## config.mk

```make
export PLATFORM = sky130hd
export DESIGN_NAME = vram_scanout
export DESIGN_NICKNAME = d
export VERILOG_FILES = /design/src/rtl/vram_scanout.sv
export SDC_FILE = /design/constraint.sdc
export NUM_CORES = 1
export LEC_CHECK = 0
export CORE_ASPECT_RATIO = 0.8
export CORE_MARGIN = 1.5
export CORE_UTILIZATION = 50
export CTS_BUF_LIST = sky130_fd_sc_hd__clkbuf_8
export CTS_CLUSTER_DIAMETER = 120
export CTS_CLUSTER_SIZE = 25
export DETAILED_ROUTE_END_ITERATION = 16
export GPL_ROUTABILITY_DRIVEN = 1
export PLACE_DENSITY_LB_ADDON = 0.12
export SETUP_SLACK_MARGIN = 0.02
export SYNTH_ARGS = -nofsm -noshare
export SYNTH_HDL_FRONTEND = slang
export SYNTH_SLANG_ARGS = --single-unit
```

## constraint.sdc

```tcl
create_clock -name clk -period 8.45 [get_ports clk]
set_clock_uncertainty 0.05 [all_clocks]
set_input_delay 1.2675 -clock clk [delete_from_list [all_inputs] [get_ports clk]]
set_output_delay 1.2675 -clock clk [all_outputs]
set_load 0.02 [all_outputs]
```

## src/rtl/vram_scanout.sv

```systemverilog
// Display-side VRAM reader: raster counters, one word fetch per WORD_WIDTH pixels,
// MSB-first serialiser, and sync/active/pixel outputs on a common 2-clock pipeline.
module vram_scanout #(
  parameter int WORD_WIDTH = 16,
  parameter int ADDR_WIDTH = 10,
  parameter int H_ACTIVE   = 128,
  parameter int H_FRONT    = 8,
  parameter int H_SYNC     = 16,
  parameter int H_BACK     = 8,
  parameter int V_ACTIVE   = 128,
  parameter int V_FRONT    = 2,
  parameter int V_SYNC     = 2,
  parameter int V_BACK     = 4
) (
  input  logic                  clk,
  input  logic                  reset,
  input  logic                  blank,
  output logic                  vram_rd_en,
  output logic [ADDR_WIDTH-1:0] vram_addr,
  input  logic [WORD_WIDTH-1:0] vram_data,
  output logic                  pixel,
  output logic                  active,
  output logic                  hsync,
  output logic                  vsync,
  output logic                  frame_start
);

  localparam int H_TOTAL = H_ACTIVE + H_FRONT + H_SYNC + H_BACK;
  localparam int V_TOTAL = V_ACTIVE + V_FRONT + V_SYNC + V_BACK;
  localparam int HW      = $clog2(H_TOTAL);
  localparam int VW      = $clog2(V_TOTAL);
  localparam int WSH     = $clog2(WORD_WIDTH);

  localparam logic [HW-1:0]         H_LAST  = HW'(H_TOTAL - 1);
  localparam logic [HW-1:0]         H_ACT   = HW'(H_ACTIVE);
  localparam logic [HW-1:0]         HS_BEG  = HW'(H_ACTIVE + H_FRONT);
  localparam logic [HW-1:0]         HS_END  = HW'(H_ACTIVE + H_FRONT + H_SYNC);
  localparam logic [VW-1:0]         V_LAST  = VW'(V_TOTAL - 1);
  localparam logic [VW-1:0]         V_ACT   = VW'(V_ACTIVE);
  localparam logic [VW-1:0]         VS_BEG  = VW'(V_ACTIVE + V_FRONT);
  localparam logic [VW-1:0]         VS_END  = VW'(V_ACTIVE + V_FRONT + V_SYNC);
  localparam logic [ADDR_WIDTH-1:0] WPL_A   = ADDR_WIDTH'(H_ACTIVE / WORD_WIDTH);

  logic [HW-1:0]         h_r, h_nxt_s;
  logic [VW-1:0]         v_r, v_nxt_s;
  logic                  run_r;
  logic                  blank_r, blank_nxt_s;
  logic                  h_wrap_s, frame_top_s, fetch_s;
  logic                  rd_d1_r;
  logic [ADDR_WIDTH-1:0] line_base_r, line_base_nxt_s;
  logic [WORD_WIDTH-1:0] shift_r, shift_nxt_s;
  logic                  act_d1_r, hs_d1_r, vs_d1_r, fs_d1_r;

  // Next raster position, frame-level blank, line base, fetch decode and shifter input.
  always_comb begin
    h_nxt_s         = h_r;
    v_nxt_s         = v_r;
    line_base_nxt_s = line_base_r;
    h_wrap_s        = run_r && (h_r == H_LAST);
    // run_r is low only on the first clock after reset: the raster holds at the
    // origin so that clock issues the fetch for h=0, v=0.
    if (!run_r) begin
      h_nxt_s = h_r;
      v_nxt_s = v_r;
    end else if (h_wrap_s) begin
      h_nxt_s = {HW{1'b0}};
      v_nxt_s = (v_r == V_LAST) ? {VW{1'b0}} : v_r + VW'(1);
    end else begin
      h_nxt_s = h_r + HW'(1);
      v_nxt_s = v_r;
    end
    frame_top_s = (h_nxt_s == {HW{1'b0}}) && (v_nxt_s == {VW{1'b0}});
    blank_nxt_s = frame_top_s ? blank : blank_r;
    if (frame_top_s) begin
      line_base_nxt_s = {ADDR_WIDTH{1'b0}};
    end else if (h_wrap_s && (v_r < V_ACT)) begin
      line_base_nxt_s = line_base_r + WPL_A;
    end else begin
      line_base_nxt_s = line_base_r;
    end
    fetch_s = (v_nxt_s < V_ACT) && (h_nxt_s < H_ACT) &&
              (h_nxt_s[WSH-1:0] == {WSH{1'b0}}) && !blank_nxt_s;
    shift_nxt_s = rd_d1_r ? vram_data : {shift_r[WORD_WIDTH-2:0], 1'b0};
  end

  // Raster counters, latched blank, line base and registered read strobe/address.
  always_ff @(posedge clk or posedge reset) begin
    if (reset) begin
      run_r       <= 1'b0;
      h_r         <= {HW{1'b0}};
      v_r         <= {VW{1'b0}};
      blank_r     <= 1'b0;
      line_base_r <= {ADDR_WIDTH{1'b0}};
      vram_rd_en  <= 1'b0;
      vram_addr   <= {ADDR_WIDTH{1'b0}};
    end else begin
      run_r       <= 1'b1;
      h_r         <= h_nxt_s;
      v_r         <= v_nxt_s;
      blank_r     <= blank_nxt_s;
      line_base_r <= line_base_nxt_s;
      vram_rd_en  <= fetch_s;
      if (fetch_s) begin
        vram_addr <= line_base_nxt_s + ADDR_WIDTH'(h_nxt_s >> WSH);
      end else begin
        vram_addr <= vram_addr;
      end
    end
  end

  // Serialiser and the two-stage output pipeline that keeps all outputs aligned.
  always_ff @(posedge clk or posedge reset) begin
    if (reset) begin
      rd_d1_r     <= 1'b0;
      shift_r     <= {WORD_WIDTH{1'b0}};
      act_d1_r    <= 1'b0;
      hs_d1_r     <= 1'b0;
      vs_d1_r     <= 1'b0;
      fs_d1_r     <= 1'b0;
      pixel       <= 1'b0;
      active      <= 1'b0;
      hsync       <= 1'b0;
      vsync       <= 1'b0;
      frame_start <= 1'b0;
    end else begin
      // Read data is valid the clock after the strobe, so the load lines up here.
      rd_d1_r     <= vram_rd_en;
      shift_r     <= shift_nxt_s;
      act_d1_r    <= run_r && (h_r < H_ACT) && (v_r < V_ACT);
      hs_d1_r     <= run_r && (h_r >= HS_BEG) && (h_r < HS_END);
      vs_d1_r     <= run_r && (v_r >= VS_BEG) && (v_r < VS_END);
      fs_d1_r     <= run_r && (h_r == {HW{1'b0}}) && (v_r == {VW{1'b0}});
      pixel       <= shift_nxt_s[WORD_WIDTH-1] && act_d1_r && !blank_r;
      active      <= act_d1_r;
      hsync       <= hs_d1_r;
      vsync       <= vs_d1_r;
      frame_start <= fs_d1_r;
    end
  end

endmodule

```

## Word level (Yosys, flattened, before mapping)

Index checks and enable logic that the tools add are counted.

- Bits in registers: 64
- Output and inout port bits: 16

- $add $sub $neg: 4
- Magnitude comparators: 8
- Equal/unequal tests: 2
- Muxes and demuxes: 9
- Reduce and logical (&&, ||, !) cells: 23

Operators by type and width:

| cell | number |
|---|---|
| 8-bit less-than comparator, second input constant | 6 |
| 8-bit two-way mux | 5 |
| 8-bit logical NOT | 4 |
| 10-bit two-way mux | 2 |
| 8-bit by 1-bit adder with 8-bit output, second input constant | 2 |
| 8-bit equality test, second input constant | 2 |
| 8-bit greater-or-equal comparator, second input constant | 2 |
| 1-bit logical AND | 16 |
| 16-bit two-way mux | 1 |
| 10-bit by 4-bit adder with 10-bit output | 1 |
| 10-bit by 4-bit adder with 10-bit output, second input constant | 1 |
| 4-bit logical NOT | 1 |
| 1-bit logical NOT | 2 |
| 1-bit two-way mux | 1 |

## Depth between registers and ports, before layout

Gate-level depths: netlist (run 1).

- Word-level depth: 9
- Depth in mapped cells: 17
- Depth with buffers taken out: 15

## Least setup slack after synthesis (run 1)

No wires, ideal clock.

- Path type: reg-to-reg
- Start: register h_r[1]
- End: register vram_addr[6]
- Arrival: 4119 ps
- Path slack: 4156 ps
- Stages on the path, launching flop included: 17
- Buffers on the path: 1
- Cells stage by stage: dfrtp_1 ha_1 nand4_4 nor4_1 xor2_1 or4_4 nor3b_2 buf_2 nor2b_1 ha_1 fa_1 a21o_1 a21oi_1 nor3_1 xor2_1 nor2_1 mux2_4

RTL lines:

| element | line | text |
|---|---|---|
| start: declaration | 44 | `logic [HW-1:0] h_r, h_nxt_s;` |
| start signal: assignment | 90 | `h_r <= {HW{1'b0}};` |
| start signal: assignment | 98 | `h_r <= h_nxt_s;` |
| 8-bit equality test | 59 | `h_wrap_s = run_r && (h_r == H_LAST);` |
| 1-bit logical AND | 59 |  |
| 8-bit two-way mux | 65 | `end else if (h_wrap_s) begin` |
| 8-bit two-way mux | 62 | `if (!run_r) begin` |
| via v_nxt_s[5] | 45 | `logic [VW-1:0] v_r, v_nxt_s;` |
| 8-bit logical NOT | 72 | `frame_top_s = (h_nxt_s == {HW{1'b0}}) && (v_nxt_s == {VW{1'b0}});` |
| 1-bit logical AND | 72 |  |
| 10-bit two-way mux | 74 | `if (frame_top_s) begin` |
| via line_base_nxt_s[0] | 50 | `logic [ADDR_WIDTH-1:0] line_base_r, line_base_nxt_s;` |
| 10-bit by 4-bit adder with 10-bit output | 104 | `vram_addr <= line_base_nxt_s + ADDR_WIDTH'(h_nxt_s >> WSH);` |
| end signal: assignment | 95 | `vram_addr <= {ADDR_WIDTH{1'b0}};` |
| end signal: assignment | 104 |  |
| end signal: assignment | 106 | `vram_addr <= vram_addr;` |
| end: declaration | 19 | `output logic [ADDR_WIDTH-1:0] vram_addr,` |

The timed path passes the listed nets, and every way through them passes these cells.
A chain may end at the register's enable or synchronous reset.

## Worst setup path in the final report (run 1)

- Start: register run_r
- End: register vram_addr[6]

RTL lines:

| element | line | text |
|---|---|---|
| start: declaration | 46 | `logic run_r;` |
| start signal: assignment | 89 | `run_r <= 1'b0;` |
| start signal: assignment | 97 | `run_r <= 1'b1;` |
| 1-bit logical AND | 59 |  |
| 8-bit two-way mux | 65 |  |
| 8-bit two-way mux * | 62 |  |
| via v_nxt_s[5] | 45 |  |
| 8-bit logical NOT * | 72 |  |
| 1-bit logical AND * | 72 |  |
| 10-bit two-way mux * | 74 |  |
| via line_base_nxt_s[0] | 50 |  |
| 10-bit by 4-bit adder with 10-bit output * | 104 |  |

Mark *: on every way through the listed nets, which the timed path passes. The rest lies on a longest branch.

==> results.yml, run 1 <==
critical_path:
  crit_fanout: 16
  r2r-end: "vram_addr[6]"
  rrSetupSlack_ns: 3.04
  r2r_start: "run_r"
  worstPathArrival_ns: 5.59
  criticalPathCategory: "flop to flop"
  critPathLaunchType: "flop"
  reg2reg_depth: 14
  cp_data_required_time_ns: 8.64
  critPathCaptureType: "flop"
drt:
  first_pass_iters: 4
  dr_total_vias: 2175
  routed_wl_mm: 5.99
  detail_route.iter0.violations: 123
  via_per_inst: 5.41
  ant_nets: 0
  route.detailed.drc: 0
  post_drt_wl_per_cell_um: 14.9
die:
  placementRows: 25
  io_pins: 35
  die_h_um: 74.8
  fp.dieW_um: 92.7
  start_util_pct: 53.1
  core_area_um2: 6070
  die_area_um2: 6930
power:
  p_int_mw: 0.603
  switching_share_pct: 30.2
  power.density_nw_per_um2: 228
  ir_drop_v: 0.000134
  p_comb_share_pct: 23.4
  p_leak_nw: 1.74
  seqPwrFrac_pct: 47.7
  clkPwrFrac_pct: 28.9
  total_power_mw: 0.864
  p_sw_mw: 0.261
sta:
  slew_headroom_pct: 38.3
  rsz0062_at_grt: "no"
  hold_viol: 0
  holdWs_ns: 0.298
  layout_min_cycle_time_ns: 5.41
  setup-tns-final_ns: 0
  setup_ws_ns: 3.04
  slew_viol_final: 0
  tightest_slew_ns: 0.922
  clock.fmax_mhz: 185
  min_period_over_period_pct: 64.0
  setup_violations: 0
synth:
  synthArstFlopShare_pct: 100
  synth_edf_count: 0
  synthCells: 283
  ys_top_cells_by_area: "dfrtp_1 (50%), mux2_2 (5.2%), xnor2_1 (3.5%), ha_1 (3.5%), mux2_4 (3.3%)"
  ys.flop_type: "dfrtp_1"
  synth_top_area_share_pct: 49.7
  ys_seq_area_share_pct: 49.7
  syn_nets: 312
  synth_seq_cells: 64
  synth_area_um2: 3220
  yosysWarnings: 0
  synth_commonest_cells: "dfrtp_1 (64), nor2_1 (21), mux2_2 (15), nand2_1 (15), inv_1 (14)"
  synth_top_area_cell: "dfrtp_1"
  ys_types: 60
  yosysMostFrequentCell: "dfrtp_1"
  synth_area_per_cell_um2: 11.4
finish:
  drive_gt1_share_pct: 15.3
  area_growth_pct: 17.7
  post-route-util_pct: 62.5
  antennaDiodeCount: 0
  finalNetCount: 345
global_routing:
  antenna_found_initial: 0
  grt_pass1_vias: 2048
  grt_util_all_layers_pct: 19.8
  grt_pass1_wl_mm: 10.2
  grt_overflow: 0
  grt_max_degree: 65
placement:
  place_ws_ns: 3.09
  hpwl_mm: 4.20
  port_buffers: 34
  routabilityCongestion: 0.860
hold_path:
  hp-start: "vs_d1_r"
  hp-class: "flop to flop"
  hold_path_end: "vsync"
  hold-path-cell-count: 0
cts:
  cts_htree_levels: 3
  holdBufCountCts: 0
  cts_tree: "done"
  cts_buffers: 9
  clk_pin_slew_ns: 0.07
  clock_sinks: 64
  cts-root-buf: "clkbuf_8"
  cts_resized: 0
  insertion_delay_ns: 0.35
  post_cts_buffers: 0
  clockBufferDepth: 2
outcome:
  status: "complete, no violations"
run:
  max-cap-violations: 0
==> through the flow <==
| step | cell area [um2] | std cells |
|---|---|---|
| after detailed placement | 3600 | 386 |
| after CTS | 3790 | 402 |
| after floorplan | 3220 | 283 |
| final | 3790 | 402 |
| after global placement | 3600 | 386 |
| after global routing | 3790 | 402 |
==> registers in the layout (all words and copies together) (netlist names) <==
signal and flops:
rd_d1_r 1, v_r 8, pixel 1, vram_addr 10
vsync 1, act_d1_r 1, run_r 1, vram_rd_en 1
active 1, hs_d1_r 1, line_base_r 10, frame_start 1
fs_d1_r 1, hsync 1, h_r 8, vs_d1_r 1
shift_r 15, blank_r 1
==> worst max-delay path, stage by stage, from the launching register on <==
cell and delay, ns:
dfrtp_1 0.62, nand4bb_1 0.58, nor4_1 0.50, xor2_1 0.13
or4_4 0.58, nor3b_2 0.76, nor2b_1 0.16, ha_1 0.26
fa_1 0.42, a21o_1 0.18, a21oi_1 0.43, nor3_1 0.12
xor2_1 0.16, nor2_1 0.06, mux2_4 0.29
==> final cells by class <==
| class | instances | area, um2 |
|---|---|---|
| fillers | 511 | 2280 |
| flip-flops and latches | 64 | 1600 |
| multi-input cells | 190 | 1490 |
| repair buffers | 36 | 355 |
| clock buffers | 9 | 124 |
| well taps | 81 | 101 |
| clock inverters | 7 | 63.8 |
| inverters | 15 | 56.3 |
==> power by group through the flow <==
stage,combinational [mW],sequential (mW),clock (mW)
final,0.202,0.412,0.250
after global routing,0.221,0.422,0.273
after CTS,0.204,0.413,0.256
after detailed placement,0.202,0.418,0
after global placement,0.200,0.414,0
after floorplan,0.175,0.389,0
==> cells by family after synthesis <==
| family | share of synthesized area, % |
|---|---|
| other | 0.116 |
| multiplexers | 10.7 |
| adder cells (fa/ha/maj) | 4.12 |
| XOR/XNOR | 6.53 |
| flip-flops | 49.7 |
| buffers and inverters | 4.04 |
| AND/OR/NAND/NOR | 16.4 |
| AO/OA/AOI/OAI | 8.36 |
==> routing by layer <==
| metal | share of wire, % | track usage [%] | up-vias |
|---|---|---|---|
| li1 | - | - | 1067 |
| met4 | 1.6 | 9.26 | 0 |
| met1 | 50 | 27.5 | 1057 |
| met5 | 0 | 0 | - |
| met3 | 5.1 | 6.06 | 8 |
| met2 | 44 | 28.7 | 43 |
==> cell usage in the layout, fill, tap and decap left out, drive strengths merged, types with 4 or more instances in the layout <==
cell type and count:
dfrtp 64, nor4 8, xnor2 13, o21ai 5, ha 9, mux2i 6
mux2 23, nor2 22, nand3 8, xor2 11, nor2b 4, inv 16
nand2 15, nand4 5, nor3 8, clkdlybuf4s50 34, clkbuf 9
==> worst max path at each step <==
stage | cells after the start | endpoint | slack (ns) | from
floorplan | 16 | vram_addr[6] | 4.16 | h_r[1]
global placement | 14 | vram_addr[6] | 3.26 | run_r
detailed placement | 14 | vram_addr[6] | 3.09 | run_r
CTS | 14 | vram_addr[6] | 3.05 | run_r
global route | 14 | vram_addr[6] | 2.50 | run_r
finish | 14 | vram_addr[6] | 3.04 | run_r
Note: power is estimated with default switching activity, not from simulation.
==> run 2, diff against run 1 <==
==> constraint.sdc (replaced) <==
create_clock -name clk -period 4.5 [get_ports clk]
set_clock_uncertainty 0.05 [all_clocks]
set_input_delay 0.675 -clock clk [delete_from_list [all_inputs] [get_ports clk]]
set_output_delay 0.675 -clock clk [all_outputs]
set_load 0.02 [all_outputs]
==> run 2 against run 1 <==
Effect of this change:
- cell area increased by 0.79%
- largest power group unchanged
- sequential share of layout area down 0.33 points
- cell count increased by 1.2%
- register-to-register slack lost 2.8 ns
- clock power increased by 74%
- sequential cell count unchanged
- routed wire length grew 3.3%
- via count increased by 1.7%
- power up 85%
==> results.yml, run 2 (same netlist as run 1, synthesis figures left out) <==
critical_path:
  cp_common_cell: "xor2_1"
  worstPathArrival_ns: 4.41
  r2r_start: "h_r[1]"
  cp_data_required_time_ns: 4.69
  crit_chain: "ha_2 -> nand4_4 -> nor4_1 -> xor2_1 -> or4_4 -> nor3b_2 -> nor2b_1 -> ha_1 -> fa_1 -> a21o_1 -> a21oi_1 -> buf_4 -> nor3_1 -> xor2_1 -> nor2_1 -> mux2_4"
  crit_fanout: 9
  criticalPathCategory: "flop to flop"
  rrSetupSlack_ns: 0.27
  critPathCaptureType: "flop"
  r2r-end: "vram_addr[6]"
  critPathLaunchType: "flop"
  critPathMaxStageDelay_ns: 0.58
  reg2reg_depth: 16
  critical_path.slowest_cell: "or4_4"
hold_path:
  hp-class: "flop to flop"
  hold-path-cell-count: 0
  hold_path_end: "frame_start"
  hp-start: "fs_d1_r"
global_routing:
  antenna_found_initial: 0
  grt_util_all_layers_pct: 19.7
  grt_pass1_wl_mm: 10.2
  grt_max_degree: 35
  grt_pass1_vias: 2116
  grt_overflow: 0
drt:
  first_pass_iters: 4
  detail_route.iter0.violations: 107
  ant_nets: 0
  post_drt_wl_per_cell_um: 15.2
  via_per_inst: 5.44
  dr_total_vias: 2213
  routed_wl_mm: 6.19
  route.detailed.drc: 0
placement:
  hpwl_mm: 4.39
  routabilityCongestion: 0.862
  port_buffers: 34
sta:
  holdWs_ns: 0.291
  layout_min_cycle_time_ns: 4.23
  slew_headroom_pct: 52.1
  rsz0062_at_grt: "no"
  setup_violations: 0
  tightest_slew_ns: 0.718
  min_period_over_period_pct: 93.9
  clock.fmax_mhz: 237
  hold_viol: 0
  setup-tns-final_ns: 0
  slew_viol_final: 0
cts:
  clock_sinks: 64
  cts_buffers: 9
  holdBufCountCts: 0
  cts_resized: 0
  clk_pin_slew_ns: 0.07
  cts_htree_levels: 3
  clockBufferDepth: 2
  cts_tree: "done"
  cts-root-buf: "clkbuf_8"
  post_cts_buffers: 0
  insertion_delay_ns: 0.35
power:
  ir_drop_v: 0.000281
  p_leak_nw: 1.75
  switching_share_pct: 31.7
  p_comb_share_pct: 25.1
  p_int_mw: 1.09
  clkPwrFrac_pct: 27.3
  p_sw_mw: 0.506
  seqPwrFrac_pct: 47.7
  power.density_nw_per_um2: 418
outcome:
  status: "complete, no violations"
finish:
  top_regs: "shift_r (15), line_base_r (10), vram_addr (10)"
  area_growth_pct: 18.7
  post-route-util_pct: 62.9
  largest_reg_flops: 15
  regMostFlops: "shift_r"
  final_common_cell: "dfrtp_1"
  antennaDiodeCount: 0
  finalNetCount: 350
  final_cell_mix: "dfrtp_1 (64), clkdlybuf4s50_1 (34), nor2_1 (21), nand2_1 (15), mux2_2 (15)"
  drive_gt1_share_pct: 17.5
die:
  die_h_um: 74.8
  start_util_pct: 53.1
  io_pins: 35
  core_area_um2: 6070
  fp.dieW_um: 92.7
  placementRows: 25
  die_area_um2: 6930
run:
  max-cap-violations: 0
==> run 2: how the worst max path moves through the flow <==
stage	slack (ns)	endpoint	depth (start not counted)	from
after floorplan	0.21	vram_addr[6]	16	h_r[1]
after global placement	0.41	vram_addr[6]	16	h_r[1]
after detailed placement	0.21	vram_addr[6]	16	h_r[1]
after CTS	0.21	vram_addr[6]	16	h_r[1]
after global routing	0.02	vram_addr[6]	16	h_r[1]
final	0.27	vram_addr[6]	16	h_r[1]
==> run 2: layout make-up <==
type	count	area [um2]
fill	487	2250
timing repair buffer	41	393
multi-input combinational	190	1500
tap	81	101
sequential	64	1600
clock inverter	7	47.5
clock buffer	9	124
inverter	15	56.3
==> run 2: critical path, delay by kind of cell (launching register included) <==
kind	cells	cell delay (ns)
AO/OA/AOI/OAI	2	0.36
multiplexers	1	0.26
adder cells (fa/ha/maj)	3	0.92
buffers and inverters	1	0.17
XOR/XNOR	2	0.29
AND/OR/NAND/NOR	7	1.63
flip-flops	1	0.45
==> run 2: through the flow <==
step	cell area (um2)	std cells	setup WS, ns	total power, mW
after global placement	3640	391	0.411	1.17
after detailed placement	3640	391	0.212	1.17
after floorplan	3220	283	0.206	1.06
final	3820	407	0.273	1.60
after global routing	3820	407	0.0250	1.68
after CTS	3810	407	0.215	1.61
==> run 2: layer usage <==
layer  GRT usage [%]  routed length, um  up-vias
met2            30.4               2700       58
met4            6.73                 72        0
met5               0                  0        -
li1                -                  -     1072
met3            6.67                355        6
met1            26.5               3060     1077
==> run 2: power by group through the flow <==
stage / Clock (mW) / Sequential [mW] / Combinational (mW)
3_3_place_gp: 0 / 0.767 / 0.401
6_report: 0.435 / 0.761 / 0.400
5_1_grt: 0.470 / 0.776 / 0.433
4_1_cts: 0.449 / 0.761 / 0.404
2_1_floorplan: 0 / 0.731 / 0.328
3_5_place_dp: 0 / 0.772 / 0.399
==> run 3, diff against run 2 <==
==> constraint.sdc (replaced) <==
create_clock -name clk -period 3.7 [get_ports clk]
set_clock_uncertainty 0.05 [all_clocks]
set_input_delay 0.555 -clock clk [delete_from_list [all_inputs] [get_ports clk]]
set_output_delay 0.555 -clock clk [all_outputs]
set_load 0.02 [all_outputs]
==> run 3 against run 2 <==
Effect of this change:
- the flow now finishes with violations (negative setup slack)
- register-to-register slack lost 0.30 ns
- clock power grew 51%
- critical path type unchanged
- largest power group unchanged
- first-iteration DRC count shrank 24%
==> results.yml, run 3 (same netlist as run 1, synthesis figures left out) <==
critical_path:
  r2r_start: "h_r[1]"
  crit_fanout: 4
  r2r-end: "vram_addr[6]"
  reg2reg_depth: 18
  crit_path_start: "h_r[1]"
  rrSetupSlack_ns: -0.03
  criticalPathCategory: "flop to flop"
  worstPathArrival_ns: 3.92
  critPathCaptureType: "flop"
  cp_data_required_time_ns: 3.89
  critPathLaunchType: "flop"
outcome:
  status: "finished, violations left"
  failed_checks: "negative setup slack"
placement:
  port_buffers: 34
  place_ws_ns: -0.0272
  hpwl_mm: 4.69
  routabilityCongestion: 0.904
cts:
  cts-root-buf: "clkbuf_8"
  holdBufCountCts: 0
  cts_htree_levels: 3
  cts_buffers: 9
  insertion_delay_ns: 0.35
  clockBufferDepth: 2
  cts_tree: "done"
  clock_sinks: 64
  clk_pin_slew_ns: 0.07
die:
  die_area_um2: 6930
  placementRows: 25
  fp.dieW_um: 92.7
  start_util_pct: 53.1
  core_area_um2: 6070
  die_h_um: 74.8
  io_pins: 35
hold_path:
  hp-class: "flop to flop"
  hold-path-cell-count: 0
  hp-start: "fs_d1_r"
  hold_path_end: "frame_start"
finish:
  regMostFlops: "shift_r"
  final_common_cell: "dfrtp_1"
  area_growth_pct: 33.5
  final_cell_mix: "dfrtp_1 (59), buf_4 (37), clkdlybuf4s50_1 (34), nor2_1 (21), nand2_1 (15)"
  finalNetCount: 384
  largest_reg_flops: 15
  drive_gt1_share_pct: 30.6
  top_regs: "shift_r (15), line_base_r (10), vram_addr (10)"
  antennaDiodeCount: 0
drt:
  ant_nets: 0
  route.detailed.drc: 0
  via_per_inst: 5.27
  first_pass_iters: 4
  dr_total_vias: 2322
  post_drt_wl_per_cell_um: 14.8
  routed_wl_mm: 6.54
  detail_route.iter0.violations: 81
global_routing:
  antenna_found_initial: 0
  grt_max_degree: 32
  grt_pass1_wl_mm: 11.0
  grt_util_all_layers_pct: 21.1
  grt_overflow: 0
  grt_pass1_vias: 2220
power:
  p_leak_nw: 1.98
  total_power_mw: 2.19
  power.density_nw_per_um2: 509
  ir_drop_v: 0.000310
sta:
  slew_viol_final: 0
  setup_ws_ns: -0.0288
  rsz0062_at_grt: "yes"
  clock.fmax_mhz: 268
  layout_min_cycle_time_ns: 3.73
  setup_violations: 1
  hold_viol: 0
  tightest_slew_ns: 0.555
  slew_headroom_pct: 61.9
  min_period_over_period_pct: 101
run:
  max-cap-violations: 0
==> run 3: cell count changes in the layout (fill, tap and decap cells not counted), moves of 3 or more <==
cell     before  now
dfrtp_2       0    5
buf_4         7   37
ha_4          0    3
dfrtp_1      64   59
==> run 3: critical path: stages (launching register included) <==
cell,delay [ns]
dfrtp_2,0.43
ha_4,0.19
nand4_4,0.10
buf_12,0.13
buf_4,0.10
o31a_1,0.12
a41oi_1,0.06
or4_4,0.56
nor3b_4,0.26
buf_4,0.16
nor2b_4,0.04
ha_4,0.15
fa_2,0.34
a21o_1,0.19
a21oi_2,0.19
nor3_1,0.08
xor2_1,0.15
nor2_1,0.05
mux2_4,0.26
==> run 3: how the worst max path moves through the flow <==
stage / endpoint
6_report: vram_addr[6]
5_1_grt: vram_addr[6]
4_1_cts: vram_addr[6]
3_5_place_dp: vram_addr[7]
3_3_place_gp: vram_addr[7]
2_1_floorplan: vram_addr[6]
==> run 3: through the flow <==
| stage | TNS (ns) | cell area, um2 | cells | utilization, % | hold slack [ns] |
|---|---|---|---|---|---|
| global route | -0.893 | 4300 | 441 | 70.8 | 0.298 |
| CTS | 0 | 4220 | 436 | 69.6 | 0.301 |
| detailed placement | -0.0410 | 3890 | 411 | 64.2 | 0.286 |
| global placement | 0 | 3890 | 411 | 64.2 | 0.287 |
| finish | -0.0288 | 4300 | 441 | 70.8 | 0.299 |
| floorplan | -0.0648 | 3320 | 283 | - | 0.281 |
==> run 3: timing repair <==
action,CTS,global route
buffers inserted,9,5
setup endpoints to repair,5,6
gates resized for setup,7,10
pin swaps,9,8
==> run 3: power breakdown <==
group          internal (mW)  leakage (nW)  switching [mW]
Combinational          0.346          1.03           0.276
Sequential             0.820         0.851          0.0870
Clock                  0.378         0.101           0.280
==> run 3: per-layer routing <==
layer / global-route usage, % / vias to the layer above / part of all wire [%] / routed length, um
li1: - / 1143 / - / -
met1: 29.1 / 1116 / 49 / 3190
met2: 32.0 / 55 / 45 / 2930
met3: 6.77 / 8 / 5.2 / 340
met4: 7.24 / 0 / 1.2 / 76
met5: 0 / - / 0 / 0
==> run 3: area by class of cell <==
| class | count | area, um2 |
|---|---|---|
| sequential | 64 | 1610 |
| timing repair buffer | 75 | 684 |
| inverter | 15 | 56.3 |
| tap | 81 | 101 |
| clock inverter | 7 | 96.3 |
| fill | 457 | 1770 |
| multi-input combinational | 190 | 1630 |
| clock buffer | 9 | 124 |
